`config.mk`:
```
export PLATFORM = sky130hd
export DESIGN_NAME = immu_ifetch_resp_flat
export DESIGN_NICKNAME = d
export VERILOG_FILES = /design/src/rtl/immu_ifetch_resp_if.sv /design/src/rtl/immu_ifetch_resp.sv /design/src/flat_wrapper.sv
export SDC_FILE = /design/constraint.sdc
export NUM_CORES = 1
export LEC_CHECK = 0
export BUFFER_PORTS_ARGS = -buffer_cell sky130_fd_sc_hd__buf_2
export CORE_AREA = 5 5 121 123
export CTS_BUF_LIST = sky130_fd_sc_hd__clkbuf_4 sky130_fd_sc_hd__clkbuf_8
export CTS_CLUSTER_DIAMETER = 150
export DETAILED_ROUTE_END_ITERATION = 16
export DIE_AREA = 0 0 126 128
export PLACE_DENSITY = 0.77
export SLEW_MARGIN = 20
export SYNTH_ARGS = -nofsm -noshare
export SYNTH_HDL_FRONTEND = slang
export SYNTH_SLANG_ARGS = --single-unit
```
`constraint.sdc`:
```
create_clock -name clk -period 2.74 [get_ports clk]
set_clock_uncertainty 0.2 [all_clocks]
set_input_delay 0.274 -clock clk [delete_from_list [all_inputs] [get_ports clk]]
set_output_delay 0.274 -clock clk [all_outputs]
set_load 0.05 [all_outputs]
```
`src/rtl/immu_ifetch_resp_if.sv`:
```
// ---------------------------------------------------------------------------
// immu_ifetch_resp_if
// Instruction-fetch port between the IFU (master) and the fetch responder
// (slave).
//   mmu_i_valid / mmu_i_addr       : fetch request and its VA (from the IFU)
//   mmu_i_addr_ok                  : request accepted this cycle
//   mmu_i_double                   : two instructions will be returned
//   mmu_i_data_ok / mmu_i_rdata    : one response per accepted request
//   mmu_i_tlbr / mmu_i_pif / _ppi  : fetch translation exceptions
// ---------------------------------------------------------------------------
interface immu_ifetch_resp_if;
   logic        mmu_i_valid;
   logic [31:0] mmu_i_addr;
   logic        mmu_i_addr_ok;
   logic        mmu_i_double;
   logic        mmu_i_data_ok;
   logic [63:0] mmu_i_rdata;
   logic        mmu_i_tlbr;
   logic        mmu_i_pif;
   logic        mmu_i_ppi;

   modport master (
      output mmu_i_valid, mmu_i_addr,
      input  mmu_i_addr_ok, mmu_i_double, mmu_i_data_ok, mmu_i_rdata,
             mmu_i_tlbr, mmu_i_pif, mmu_i_ppi
   );

   modport slave (
      input  mmu_i_valid, mmu_i_addr,
      output mmu_i_addr_ok, mmu_i_double, mmu_i_data_ok, mmu_i_rdata,
             mmu_i_tlbr, mmu_i_pif, mmu_i_ppi
   );
endinterface

```
`src/rtl/immu_ifetch_resp.sv`:
```
// ---------------------------------------------------------------------------
// immu_ifetch_resp
// Responder for the IFU instruction-fetch port. Translates the fetch VA
// (direct address, DMW0, DMW1, then TLB), flags TLB refill / page invalid /
// privilege violation combinationally, fetches one 8-byte block from the
// I-side memory port and returns one or two instructions per request.
//
// Ports
//   clk, resetn          : clock, asynchronous active-low reset
//   ifc (slave)          : IFU fetch port (mmu_i_*)
//   csr_crmd_da/_plv     : direct-address mode, current privilege level
//   csr_dmw0/1           : direct mapping windows
//   tlb_s_*              : TLB search request (vppn, bit12) and result
//   mem_*                : I-side memory read port (8-byte aligned blocks)
//
// Parameter DOUBLE_FETCH : 1 grants a double fetch when VA[2]==0.
// Optional feature macro IMMU_DATA_BYPASS_EN : the response is forwarded in
// the same cycle as mem_data_ok (latency 2) instead of through the
// registered RESP state (latency 3).
// ---------------------------------------------------------------------------
module immu_ifetch_resp #(
   parameter int DOUBLE_FETCH = 1
) (
   input  logic               clk,
   input  logic               resetn,
   immu_ifetch_resp_if.slave  ifc,
   input  logic               csr_crmd_da,
   input  logic [1:0]         csr_crmd_plv,
   input  logic [31:0]        csr_dmw0,
   input  logic [31:0]        csr_dmw1,
   output logic [18:0]        tlb_s_vppn,
   output logic               tlb_s_va_bit12,
   input  logic               tlb_s_found,
   input  logic [19:0]        tlb_s_ppn,
   input  logic [5:0]         tlb_s_ps,
   input  logic               tlb_s_v,
   input  logic [1:0]         tlb_s_plv,
   output logic               mem_req,
   output logic [31:0]        mem_addr,
   input  logic               mem_addr_ok,
   input  logic               mem_data_ok,
   input  logic [63:0]        mem_rdata
);

   typedef enum logic [1:0] {
      S_IDLE = 2'd0,
      S_REQ  = 2'd1,
      S_WAIT = 2'd2,
      S_RESP = 2'd3
   } state_t;

   state_t      r_state;
   state_t      w_next;
   logic [28:0] r_pa_hi;
   logic        r_va2;
   logic        r_double;
   logic [63:0] r_rdata;

   logic [31:0] w_va;
   logic [31:0] w_pa;
   logic        w_dmw0_hit;
   logic        w_dmw1_hit;
   logic        w_tlbr;
   logic        w_pif;
   logic        w_ppi;
   logic        w_exc;
   logic        w_double;
   logic        w_accept;
   logic        w_data_ok;
   logic        w_capture;

   // A VA[2]==1 fetch only has one instruction in the upper half of the block.
   function automatic logic [63:0] f_select(input logic va2, input logic [63:0] blk);
      logic [63:0] res;
      if (va2) begin
         res = {32'h0000_0000, blk[63:32]};
      end else begin
         res = blk;
      end
      return res;
   endfunction

   assign w_va           = ifc.mmu_i_addr;
   assign tlb_s_vppn     = w_va[31:13];
   assign tlb_s_va_bit12 = w_va[12];

   assign w_dmw0_hit = (w_va[31:29] == csr_dmw0[31:29]) &&
                       ((csr_dmw0[0] && (csr_crmd_plv == 2'd0)) ||
                        (csr_dmw0[3] && (csr_crmd_plv == 2'd3)));
   assign w_dmw1_hit = (w_va[31:29] == csr_dmw1[31:29]) &&
                       ((csr_dmw1[0] && (csr_crmd_plv == 2'd0)) ||
                        (csr_dmw1[3] && (csr_crmd_plv == 2'd3)));

   // Address translation and exception detection; exceptions exist only on the TLB path.
   always_comb begin
      w_pa   = 32'h0000_0000;
      w_tlbr = 1'b0;
      w_pif  = 1'b0;
      w_ppi  = 1'b0;
      if (csr_crmd_da) begin
         w_pa = w_va;
      end else if (w_dmw0_hit) begin
         w_pa = {csr_dmw0[27:25], w_va[28:0]};
      end else if (w_dmw1_hit) begin
         w_pa = {csr_dmw1[27:25], w_va[28:0]};
      end else begin
         if (tlb_s_ps == 6'd12) begin
            w_pa = {tlb_s_ppn, w_va[11:0]};
         end else begin
            w_pa = {tlb_s_ppn[19:9], w_va[20:0]};
         end
         w_tlbr = ~tlb_s_found;
         w_pif  = tlb_s_found & ~tlb_s_v;
         w_ppi  = tlb_s_found & tlb_s_v & (csr_crmd_plv > tlb_s_plv);
      end
   end

   assign w_exc    = w_tlbr | w_pif | w_ppi;
   assign w_double = (DOUBLE_FETCH != 0) & ~w_va[2];

   // Next-state and handshake decode of the fetch FSM.
   always_comb begin
      w_next    = r_state;
      w_accept  = 1'b0;
      w_data_ok = 1'b0;
      w_capture = 1'b0;
      case (r_state)
         S_IDLE: begin
            w_accept = ifc.mmu_i_valid & ~w_exc;
            if (w_accept) begin
               w_next = S_REQ;
            end else begin
               w_next = S_IDLE;
            end
         end
         S_REQ: begin
            if (mem_addr_ok) begin
               w_next = S_WAIT;
            end else begin
               w_next = S_REQ;
            end
         end
         S_WAIT: begin
            if (mem_data_ok) begin
               w_capture = 1'b1;
`ifdef IMMU_DATA_BYPASS_EN
               // Forward the block directly; a new fetch may be taken in the same cycle.
               w_data_ok = 1'b1;
               w_accept  = ifc.mmu_i_valid & ~w_exc;
               if (w_accept) begin
                  w_next = S_REQ;
               end else begin
                  w_next = S_IDLE;
               end
`else
               w_next = S_RESP;
`endif
            end else begin
               w_next = S_WAIT;
            end
         end
         S_RESP: begin
            w_data_ok = 1'b1;
            w_accept  = ifc.mmu_i_valid & ~w_exc;
            if (w_accept) begin
               w_next = S_REQ;
            end else begin
               w_next = S_IDLE;
            end
         end
         default: begin
            w_next = S_IDLE;
         end
      endcase
   end

   // State register, request latches and captured response block.
   always_ff @(posedge clk or negedge resetn) begin
      if (!resetn) begin
         r_state  <= S_IDLE;
         r_pa_hi  <= 29'h0;
         r_va2    <= 1'b0;
         r_double <= 1'b0;
         r_rdata  <= 64'h0;
      end else begin
         r_state <= w_next;
         if (w_accept) begin
            r_pa_hi  <= w_pa[31:3];
            r_va2    <= w_va[2];
            r_double <= w_double;
         end
         if (w_capture) begin
            r_rdata <= f_select(r_va2, mem_rdata);
         end
      end
   end

   assign ifc.mmu_i_addr_ok = w_accept;
   assign ifc.mmu_i_double  = w_double;
   assign ifc.mmu_i_tlbr    = w_tlbr;
   assign ifc.mmu_i_pif     = w_pif;
   assign ifc.mmu_i_ppi     = w_ppi;
   assign ifc.mmu_i_data_ok = w_data_ok;
`ifdef IMMU_DATA_BYPASS_EN
   assign ifc.mmu_i_rdata   = w_capture ? f_select(r_va2, mem_rdata) : r_rdata;
`else
   assign ifc.mmu_i_rdata   = r_rdata;
`endif
   assign mem_req  = (r_state == S_REQ);
   assign mem_addr = {r_pa_hi, 3'b000};

   // Window fields not needed for fetch translation (MAT, reserved bits).
   logic w_unused;
   assign w_unused = ^{csr_dmw0[28], csr_dmw0[24:4], csr_dmw0[2:1],
                       csr_dmw1[28], csr_dmw1[24:4], csr_dmw1[2:1],
                       w_pa[2:0], r_double};

endmodule
```
`src/flat_wrapper.sv`:
```
// flat-port wrapper written by rule: the top's interface ports become plain ports
module immu_ifetch_resp_flat 
#(
   parameter int DOUBLE_FETCH = 1
)
  (clk, resetn, csr_crmd_da, csr_crmd_plv, csr_dmw0, csr_dmw1, tlb_s_vppn, tlb_s_va_bit12, tlb_s_found, tlb_s_ppn, tlb_s_ps, tlb_s_v, tlb_s_plv, mem_req, mem_addr, mem_addr_ok, mem_data_ok, mem_rdata, ifc_mmu_i_valid, ifc_mmu_i_addr, ifc_mmu_i_addr_ok, ifc_mmu_i_double, ifc_mmu_i_data_ok, ifc_mmu_i_rdata, ifc_mmu_i_tlbr, ifc_mmu_i_pif, ifc_mmu_i_ppi);
  immu_ifetch_resp_if ifc_i ();
  input  logic clk;
  input  logic resetn;
  input  logic csr_crmd_da;
  input  logic [1:0] csr_crmd_plv;
  input  logic [31:0] csr_dmw0;
  input  logic [31:0] csr_dmw1;
  output logic [18:0] tlb_s_vppn;
  output logic tlb_s_va_bit12;
  input  logic tlb_s_found;
  input  logic [19:0] tlb_s_ppn;
  input  logic [5:0] tlb_s_ps;
  input  logic tlb_s_v;
  input  logic [1:0] tlb_s_plv;
  output logic mem_req;
  output logic [31:0] mem_addr;
  input  logic mem_addr_ok;
  input  logic mem_data_ok;
  input  logic [63:0] mem_rdata;
  input wire logic [$bits(ifc_i.mmu_i_valid)-1:0] ifc_mmu_i_valid;
  input wire logic [$bits(ifc_i.mmu_i_addr)-1:0] ifc_mmu_i_addr;
  output wire logic [$bits(ifc_i.mmu_i_addr_ok)-1:0] ifc_mmu_i_addr_ok;
  output wire logic [$bits(ifc_i.mmu_i_double)-1:0] ifc_mmu_i_double;
  output wire logic [$bits(ifc_i.mmu_i_data_ok)-1:0] ifc_mmu_i_data_ok;
  output wire logic [$bits(ifc_i.mmu_i_rdata)-1:0] ifc_mmu_i_rdata;
  output wire logic [$bits(ifc_i.mmu_i_tlbr)-1:0] ifc_mmu_i_tlbr;
  output wire logic [$bits(ifc_i.mmu_i_pif)-1:0] ifc_mmu_i_pif;
  output wire logic [$bits(ifc_i.mmu_i_ppi)-1:0] ifc_mmu_i_ppi;
  assign ifc_i.mmu_i_valid = ifc_mmu_i_valid;
  assign ifc_i.mmu_i_addr = ifc_mmu_i_addr;
  assign ifc_mmu_i_addr_ok = ifc_i.mmu_i_addr_ok;
  assign ifc_mmu_i_double = ifc_i.mmu_i_double;
  assign ifc_mmu_i_data_ok = ifc_i.mmu_i_data_ok;
  assign ifc_mmu_i_rdata = ifc_i.mmu_i_rdata;
  assign ifc_mmu_i_tlbr = ifc_i.mmu_i_tlbr;
  assign ifc_mmu_i_pif = ifc_i.mmu_i_pif;
  assign ifc_mmu_i_ppi = ifc_i.mmu_i_ppi;
  immu_ifetch_resp #(.DOUBLE_FETCH(DOUBLE_FETCH)) u_core (.clk(clk), .resetn(resetn), .ifc(ifc_i), .csr_crmd_da(csr_crmd_da), .csr_crmd_plv(csr_crmd_plv), .csr_dmw0(csr_dmw0), .csr_dmw1(csr_dmw1), .tlb_s_vppn(tlb_s_vppn), .tlb_s_va_bit12(tlb_s_va_bit12), .tlb_s_found(tlb_s_found), .tlb_s_ppn(tlb_s_ppn), .tlb_s_ps(tlb_s_ps), .tlb_s_v(tlb_s_v), .tlb_s_plv(tlb_s_plv), .mem_req(mem_req), .mem_addr(mem_addr), .mem_addr_ok(mem_addr_ok), .mem_data_ok(mem_data_ok), .mem_rdata(mem_rdata));
endmodule
```
Yosys cells after proc, flatten, opt, wreduce, memory -nomap -nowiden
Cells that the tools add are included.
{"block": "totals", "word_cells": 55, "mem_count": 0, "in_bits": 198, "mem_bits_rw": 0, "out_inout_bits": 123, "romBits": 0, "latchBits": 0, "regBits": 96}
{"block": "op_classes", "bitwise": 10, "shift": 0, "mul": 0, "n_div": 0, "magnitude_cmp": 1, "n_reduce_logical": 11, "muxes": 22, "eq_ne": 7, "add_sub_neg": 0}
{"cell": "32-bit two-way mux", "count": 3}
{"cell": "64-bit two-way mux", "count": 1}
{"cell": "21-bit two-way mux", "count": 1}
{"cell": "1-bit two-way mux", "count": 15}
{"cell": "2-bit equality test (second input constant)", "count": 3}
{"cell": "3-bit equality test", "count": 2}
{"cell": "6-bit by 4-bit equality test with 1-bit output (second input constant)", "count": 1}
{"cell": "1-bit logical AND", "count": 6}
{"cell": "2-bit one-hot mux with 3 select lines", "count": 1}
{"cell": "1-bit AND", "count": 4}
{"cell": "2-bit zero test", "count": 2}
{"cell": "1-bit inverter", "count": 4}
{"cell": "2-bit by 1-bit equality test with 1-bit output (second input constant)", "count": 1}
{"cell": "2-bit > comparator", "count": 1}
{"cell": "1-bit logical OR", "count": 2}
{"cell": "2-bit two-way mux", "count": 1}
{"cell": "1-bit OR", "count": 2}
{"cell": "2-bit OR reduction", "count": 1}

Longest topological paths before layout
Gate-level depths: netlist of the first run.
{"block": "depth", "depth_word": 13, "depth_mapped": 8}

Worst setup path after synthesis of the first run
OpenSTA, ideal clock, no wires.
{"block": "synth_path", "kind": "input -> output", "startpoint": "in csr_dmw1[31]", "endpoint": "out ifc_mmu_i_pif", "cell_stages": 5, "path_slack_ns": -0.048, "path_buffers": 0, "t_required_ns": 2.266, "arrival_ns": 2.314, "path_cell_list": "xor2_1 -> a2111oi_4 -> nor3_4 -> inv_1 -> nor3b_1"}
{"block": "synth_between", "elab_chain_cells": 5}
{"element": "start: declaration", "line": "flat_wrapper.sv:13", "text": "input logic [31:0] csr_dmw1;"}
{"element": "3-bit equality test", "line": "immu_ifetch_resp.sv:90", "text": "assign w_dmw1_hit = (w_va[31:29] == csr_dmw1[31:29]) &&"}
{"element": "1-bit logical AND", "line": "immu_ifetch_resp.sv:90"}
{"element": "1-bit two-way mux", "line": "immu_ifetch_resp.sv:104", "text": "end else if (w_dmw1_hit) begin"}
{"element": "1-bit two-way mux", "line": "immu_ifetch_resp.sv:102", "text": "end else if (w_dmw0_hit) begin"}
{"element": "1-bit two-way mux", "line": "immu_ifetch_resp.sv:100", "text": "if (csr_crmd_da) begin"}
{"element": "end: declaration", "line": "flat_wrapper.sv:33", "text": "output wire logic [$bits(ifc_i.mmu_i_pif)-1:0] ifc_mmu_i_pif;"}
No other way between the ends.

Worst setup path after layout of the first run
{"block": "layout_path", "startpoint": "in csr_crmd_plv[0]", "endpoint": "out ifc_mmu_i_ppi"}
{"block": "layout_between", "elab_chain_cells": 7, "elab_cells_between_ends": 15, "cone_classes": "order compare: 1; eq/ne: 1; mux: 3; bitwise: 1; reduce/logical: 9"}
{"element": "start: declaration", "line": "flat_wrapper.sv:11", "text": "input logic [1:0] csr_crmd_plv;"}
{"element": "2-bit equality test / 2-bit zero test (equally long branches)"}
{"element": "1-bit logical AND (on tied branches)", "line": "immu_ifetch_resp.sv:92, immu_ifetch_resp.sv:91"}
{"element": "1-bit logical OR", "line": "immu_ifetch_resp.sv:91", "text": "((csr_dmw1[0] && (csr_crmd_plv == 2'd0)) ||"}
{"element": "1-bit logical AND", "line": "immu_ifetch_resp.sv:90"}
{"element": "1-bit two-way mux", "line": "immu_ifetch_resp.sv:104"}
{"element": "1-bit two-way mux (*)", "line": "immu_ifetch_resp.sv:102"}
{"element": "1-bit two-way mux (*)", "line": "immu_ifetch_resp.sv:100"}
{"element": "end: declaration", "line": "flat_wrapper.sv:34", "text": "output wire logic [$bits(ifc_i.mmu_i_ppi)-1:0] ifc_mmu_i_ppi;"}
Every way passes the cells marked *; elsewhere a longest branch is shown, timed or not.

==> flow_metrics.tcl, run 1 <==
set metrics [dict create \
    reg2reg_to "u_core.ifc.mmu_i_rdata[24]" \
    finalSetupViolCount 0 \
    ir_worst_vdd_uv 519 \
    hold_path_startpoint "mem_rdata[11]" \
    fin_crit_sh_pct 97.0 \
    hold_end "u_core.ifc.mmu_i_rdata[11]" \
    htreeDepth 3 \
    leakage_nw 3.64 \
    outcome "finished clean" \
    io_buffers 267 \
    dpl_cell_area_mm2 0.00617 \
    cts.sinks 96 \
    drc 0 \
    ctsResizeCount 0 \
    drt-vias-per-instance 4.64 \
    ys_seq_area_share_pct 50.6 \
    holdPathStages 3 \
    overflow 0 \
    critPathCaptureType "output port" \
    fmax_mhz 376 \
    drv_cap 0 \
    ctsHoldBuffers 74 \
    cts_buffers 9 \
    rows 43 \
    cts_setup_buffers 0 \
    clock_latency_ps 360 \
    dieArea_mm2 0.0161 \
    wire_per_inst_um 16.1 \
    ys_warn_count 0 \
    dr.pass1.iters 4 \
    powerDensity_mw_per_mm2 1160 \
    reg2reg_depth 6 \
    place_congestion 0.825 \
    final_nets 960 \
    critical_path.max_fanout 6 \
    die_h_um 128 \
    reg2reg_slack_ps 850 \
    r2r_start "u_core.r_state[0]" \
    hp-class "input pin to register" \
    crit_type "input pin to output port" \
    fp.dieW_um 126 \
    grt_pass1_wl_mm 23.2 \
    drt_iter0_drc 136 \
    post_route_cells_drive_above_1_share_pct 45.7 \
    start_util_pct 35.0 \
    synthCells 441 \
    rsz0062_at_grt "false" \
    grt_antenna_before_repair 0 \
    grt_usage_pct 18.2 \
    cp.arrival_ps 2180 \
    synth_seq_cells 96 \
    ant_nets 0 \
    grt_pass1_vias 4448 \
    async_flop_share_pct 100 \
    final_area_mm2 0.00712 \
    hold_violations 0 \
    netlist_area_mm2 0.00475 \
    syn_to_final_growth_pct 50.0 \
    slew_violations 0 \
    tns_ps 0 \
    finalCriticalPeriod_ps 2660 \
    clk_pin_slew_ps 90 \
    core_area_mm2 0.0136 \
    clock_path_buffers 2 \
    grt_max_degree 57 \
    synth-edff-count 0 \
    ios 321 \
    diodes 0 \
    maxSlewHeadroom_pct 28.4 \
    num_vias 4369 \
    hpwl_mm 10.6 \
    final_cell_mix "buf_2 (266), dfrtp_1 (95), dlygate4sd3_1 (74)" \
    cts_root_buf "clkbuf_8" \
    startpoint_type "input pin" \
    power.total_w 0.00828 \
    drt-total-wl_mm 15.1 \
    synthFlopType "dfrtp_1" \
    cp.required_ps 2270 \
    tightest_slew_ps 1060 \
    final_common_cell "buf_2" \
    syn_area_per_cell_um2 10.8 \
    cts_tree "done" \
    synth.distinct_cells 29 \
]
## area by class of cell
| cell class | instances | area, µm² |
|---|---|---|
| Inverter | 7 | 26.3 |
| Tap cell | 180 | 225 |
| Clock inverter | 4 | 51.3 |
| Sequential cell | 96 | 2400 |
| Clock buffer | 12 | 159 |
| Fill cell | 1192 | 6440 |
| Multi-Input combinational cell | 292 | 2050 |
| Timing Repair Buffer | 351 | 2200 |
## sequential cells by signal, indices dropped and copies added (netlist names)
| name | cells |
|---|---|
| u_core.r_state | 2 |
| u_core.r_pa_hi | 29 |
| u_core.ifc.mmu_i_rdata | 64 |
| u_core.r_va2 | 1 |
## cell usage after synthesis, types with 2 or more instances
master | number | area share [%]
xor2_1 | 6 | 1.1
nand2_1 | 69 | 5.5
inv_1 | 7 | 0.55
ha_1 | 5 | 1.3
mux2_2 | 46 | 11
nor2_1 | 7 | 0.55
buf_1 | 4 | 0.32
a2111oi_4 | 2 | 1.2
dfrtp_1 | 96 | 51
o21ai_0 | 66 | 7.0
mux2i_1 | 35 | 7.4
nand3_1 | 3 | 0.32
buf_4 | 23 | 3.6
buf_6 | 3 | 0.71
nor2b_1 | 4 | 0.53
nand2b_1 | 33 | 4.3
clkbuf_1 | 18 | 1.4
a221oi_1 | 3 | 0.55
## kinds of logic after synthesis
logic type,count (synthesis),synth area share (%)
simple gates,123,12.6
xor+xnor,6,1.11
other cells,1,0.0790
buf+inv,55,6.64
fa+ha+maj,5,1.32
mux,82,18.5
compound gates,73,9.17
flops,96,50.6
## through the flow
step           instances  hold slack [ps]  util [%]  setup WS [ps]
6_report             942             54.9      52.5           82.0
4_1_cts              942             6.37      52.5           72.0
3_5_place_dp         852              129      45.5          -6.74
3_3_place_gp         852              136      45.5           55.6
5_1_grt              942             15.5      52.5           15.3
2_1_floorplan        443             -222         -          -7.93
## worst max-delay path by stage
stage,startpoint,end,slack [ps],depth (start not counted)
4_1_cts,csr_crmd_plv[0],ifc_mmu_i_ppi,70,9
2_1_floorplan,csr_dmw1[31],ifc_mmu_i_ppi,-8,5
5_1_grt,csr_crmd_plv[0],ifc_mmu_i_ppi,20,9
3_5_place_dp,csr_crmd_plv[0],u_core.r_pa_hi[2],-7,8
6_report,csr_crmd_plv[0],ifc_mmu_i_ppi,80,9
3_3_place_gp,csr_crmd_plv[0],u_core.r_pa_hi[8],60,8
## power breakdown
group	leakage, nW	internal (W)	switching, W
sequential	1.19	0.00208	0.000366
clock	0.106	0.000484	0.000496
combinational	2.34	0.00133	0.00352
## per-layer routing
layer / vias to the layer above / part of all wire, % / global-route usage [%]
met2: 205 / 50 / 31.3
met4: 0 / 3.6 / 9.59
met3: 45 / 10 / 7.17
met1: 2017 / 37 / 19.3
met5: - / 0 / 0
li1: 2102 / - / -
## critical path, cell delays in order
cell,delay [ps]
buf_2,120
or3b_2,500
a2111oi_4,440
buf_4,220
nor3_4,70
buf_4,170
inv_1,100
nor3_1,60
buf_2,220
Note: power is estimated with default switching activity, not from simulation.
==> run 2: changes to the inputs <==
Settings changed: ABC_AREA set to 1, CORE_AREA 5 5 121 123 to 5 5 122 124, DIE_AREA 0 0 126 128 to 0 0 127 129.
==> flow_metrics.tcl, run 2 <==
set metrics [dict create \
    clk_pin_slew_ps 100 \
    syn_area_per_cell_um2 7.70 \
    cts_buffers 9 \
    tns_ps 0 \
    cts_setup_buffers 0 \
    final_nets 1147 \
    io_buffers 267 \
    finalSetupViolCount 0 \
    yosys.area.top_type_share_pct 50.0 \
    clockPowerShare_pct 11.8 \
    htreeDepth 3 \
    ant_nets 0 \
    powerDensity_mw_per_mm2 1230 \
    dr.pass1.iters 6 \
    critical_path.max_fanout 71 \
    start_util_pct 35.1 \
    dieArea_mm2 0.0164 \
    critPathCaptureType "register" \
    place_congestion 0.873 \
    leakage_nw 3.97 \
    grt_pass1_vias 5266 \
    fin_crit_sh_pct 87.2 \
    diodes 0 \
    fp.dieW_um 127 \
    yosys-top-cells-count "nand2_1 (247), dfrtp_1 (96), a21oi_1 (69)" \
    slew_violations 0 \
    maxSlewHeadroom_pct 57.7 \
    final_area_mm2 0.00720 \
    synth_seq_cells 96 \
    netlist_area_mm2 0.00480 \
    overflow 0 \
    finalCriticalPeriod_ps 2390 \
    drt-vias-per-instance 4.64 \
    cts_root_buf "clkbuf_8" \
    grt_max_degree 72 \
    cts_tree "done" \
    outcome "finished clean" \
    power.total_w 0.00889 \
    clock_path_buffers 2 \
    p_comb_share_pct 60.5 \
    seqPwrFrac_pct 27.7 \
    cts.sinks 96 \
    synthFlopType "dfrtp_1" \
    tightest_slew_ps 634 \
    cp.arrival_ps 2500 \
    ys_seq_area_share_pct 50.0 \
    drt_iter0_drc 297 \
    cp.required_ps 2850 \
    synth_area_leaders "dfrtp_1 (50%), nand2_1 (19%), a21oi_1 (7.2%), buf_4 (3.8%), o21ai_0 (3.6%)" \
    async_flop_share_pct 100 \
    largest_reg_flops 64 \
    grt_pass1_wl_mm 25.2 \
    whs_ps 17.6 \
    synth.distinct_cells 28 \
    synthCells 624 \
    hp-class "input pin to register" \
    drv_cap 0 \
    synth-edff-count 0 \
    crit_type "register to register" \
    p_sw_w 0.00488 \
    post_route_cells_drive_above_1_share_pct 32.9 \
    ir_worst_vdd_uv 516 \
    final_cell_mix "buf_2 (266), nand2_1 (246), dfrtp_1 (96)" \
    dpl_cell_area_mm2 0.00614 \
    grt_antenna_before_repair 0 \
    p_int_w 0.00401 \
    rsz0062_at_grt "false" \
    drc 0 \
    syn_to_final_growth_pct 50.0 \
    num_vias 5237 \
    wire_per_inst_um 14.3 \
    rows 43 \
    hpwl_mm 11.2 \
    die_h_um 129 \
    startpoint_type "register" \
    fmax_mhz 419 \
    synth.most_common_cell "nand2_1" \
    yosysTopAreaCell "dfrtp_1" \
    final_common_cell "buf_2" \
    hold_violations 0 \
    drt-total-wl_mm 16.2 \
    grt_usage_pct 18.9 \
    ios 321 \
    clock_latency_ps 360 \
    switching_share_pct 54.9 \
    core_area_mm2 0.0137 \
    ys_warn_count 0 \
]
-- run 2: changes by cell type in the layout (fill, tap and decap cells not counted), moves of 24 or more --
| cell | previous run | this run |
|---|---|---|
| nand2_1 | 68 | 246 |
| inv_1 | 7 | 31 |
| nor2_1 | 7 | 40 |
| nand2b_1 | 33 | 0 |
| o21ai_0 | 66 | 35 |
| mux2i_1 | 35 | 0 |
| mux2_2 | 46 | 0 |
| a21oi_1 | 0 | 69 |
-- run 2: path summary, 6_finish.rpt --
path	from	endpoint	slack, ps	cells past startpoint
worst max-delay path	u_core.r_state[0]	u_core.ifc.mmu_i_rdata[0]	350	7
worst min-delay path	mem_rdata[14]	u_core.ifc.mmu_i_rdata[14]	20	3
worst max register to register	u_core.r_state[0]	u_core.ifc.mmu_i_rdata[0]	350	7
worst min register to register	u_core.r_pa_hi[5]	u_core.r_pa_hi[5]	280	2
max in group asynchronous	resetn	u_core.r_state[0]	1380	3
min in group asynchronous	resetn	u_core.ifc.mmu_i_rdata[12]	270	2
-- run 2: timing repair --
item / CTS / global route
endpoints found under the hold margin: 130 / 0
gates resized for setup: 0 / 0
hold buffers: 84 / 0
-- run 2: worst max-delay path: stages (launching register included) --
cell,delay [ps]
dfrtp_1,380
inv_1,50
ha_1,210
nand2_2,80
buf_4,510
a21oi_1,90
a21oi_1,200
dlygate4sd3_1,580
-- run 2: cell families (layout without fill, tap and decap cells) --
family | after synthesis | count (layout) | synth area share [%]
DFF | 96 | 96 | 50.0
buffers and inverters | 92 | 415 | 9.64
and+or+nand+nor | 320 | 320 | 27.3
AOI/OAI and AO/OA | 110 | 110 | 11.6
other | 1 | 3 | 0.0781
adders and majority gates | 5 | 5 | 1.30
-- run 2: power by group through the flow --
stage               clock (W)  combinational (W)  sequential [W]
global route          0.00114            0.00573         0.00255
floorplan                   0            0.00141         0.00481
detailed placement          0            0.00502         0.00247
CTS                   0.00108            0.00538         0.00245
finish                0.00105            0.00538         0.00246
global placement            0            0.00495         0.00246
-- run 2: per-stage QoR --
step,util [%],setup WS (ps),instances
2_1_floorplan,-,215,626
5_1_grt,52.7,203,1129
3_3_place_gp,44.9,529,1029
4_1_cts,52.7,325,1129
3_5_place_dp,44.9,535,1029
6_report,52.7,352,1129
-- run 2: layer usage --
metal  vias to the layer above  track usage [%]  part of all wire, %
li1                       2581                -                    -
met1                      2376             22.1                   39
met2                       220             32.7                   50
met3                        60             3.61                  6.5
met4                         0             10.9                  4.3
met5                         -                0                    0
-- run 2: area by class of cell --
cell class / instances / area, µm²
timing repair buffer: 359 / 2250
clock inverter: 6 / 91.3
fill: 1298 / 6460
multi-input combinational: 438 / 1950
tap: 180 / 225
clock buffer: 10 / 131
sequential: 96 / 2400
inverter: 40 / 153
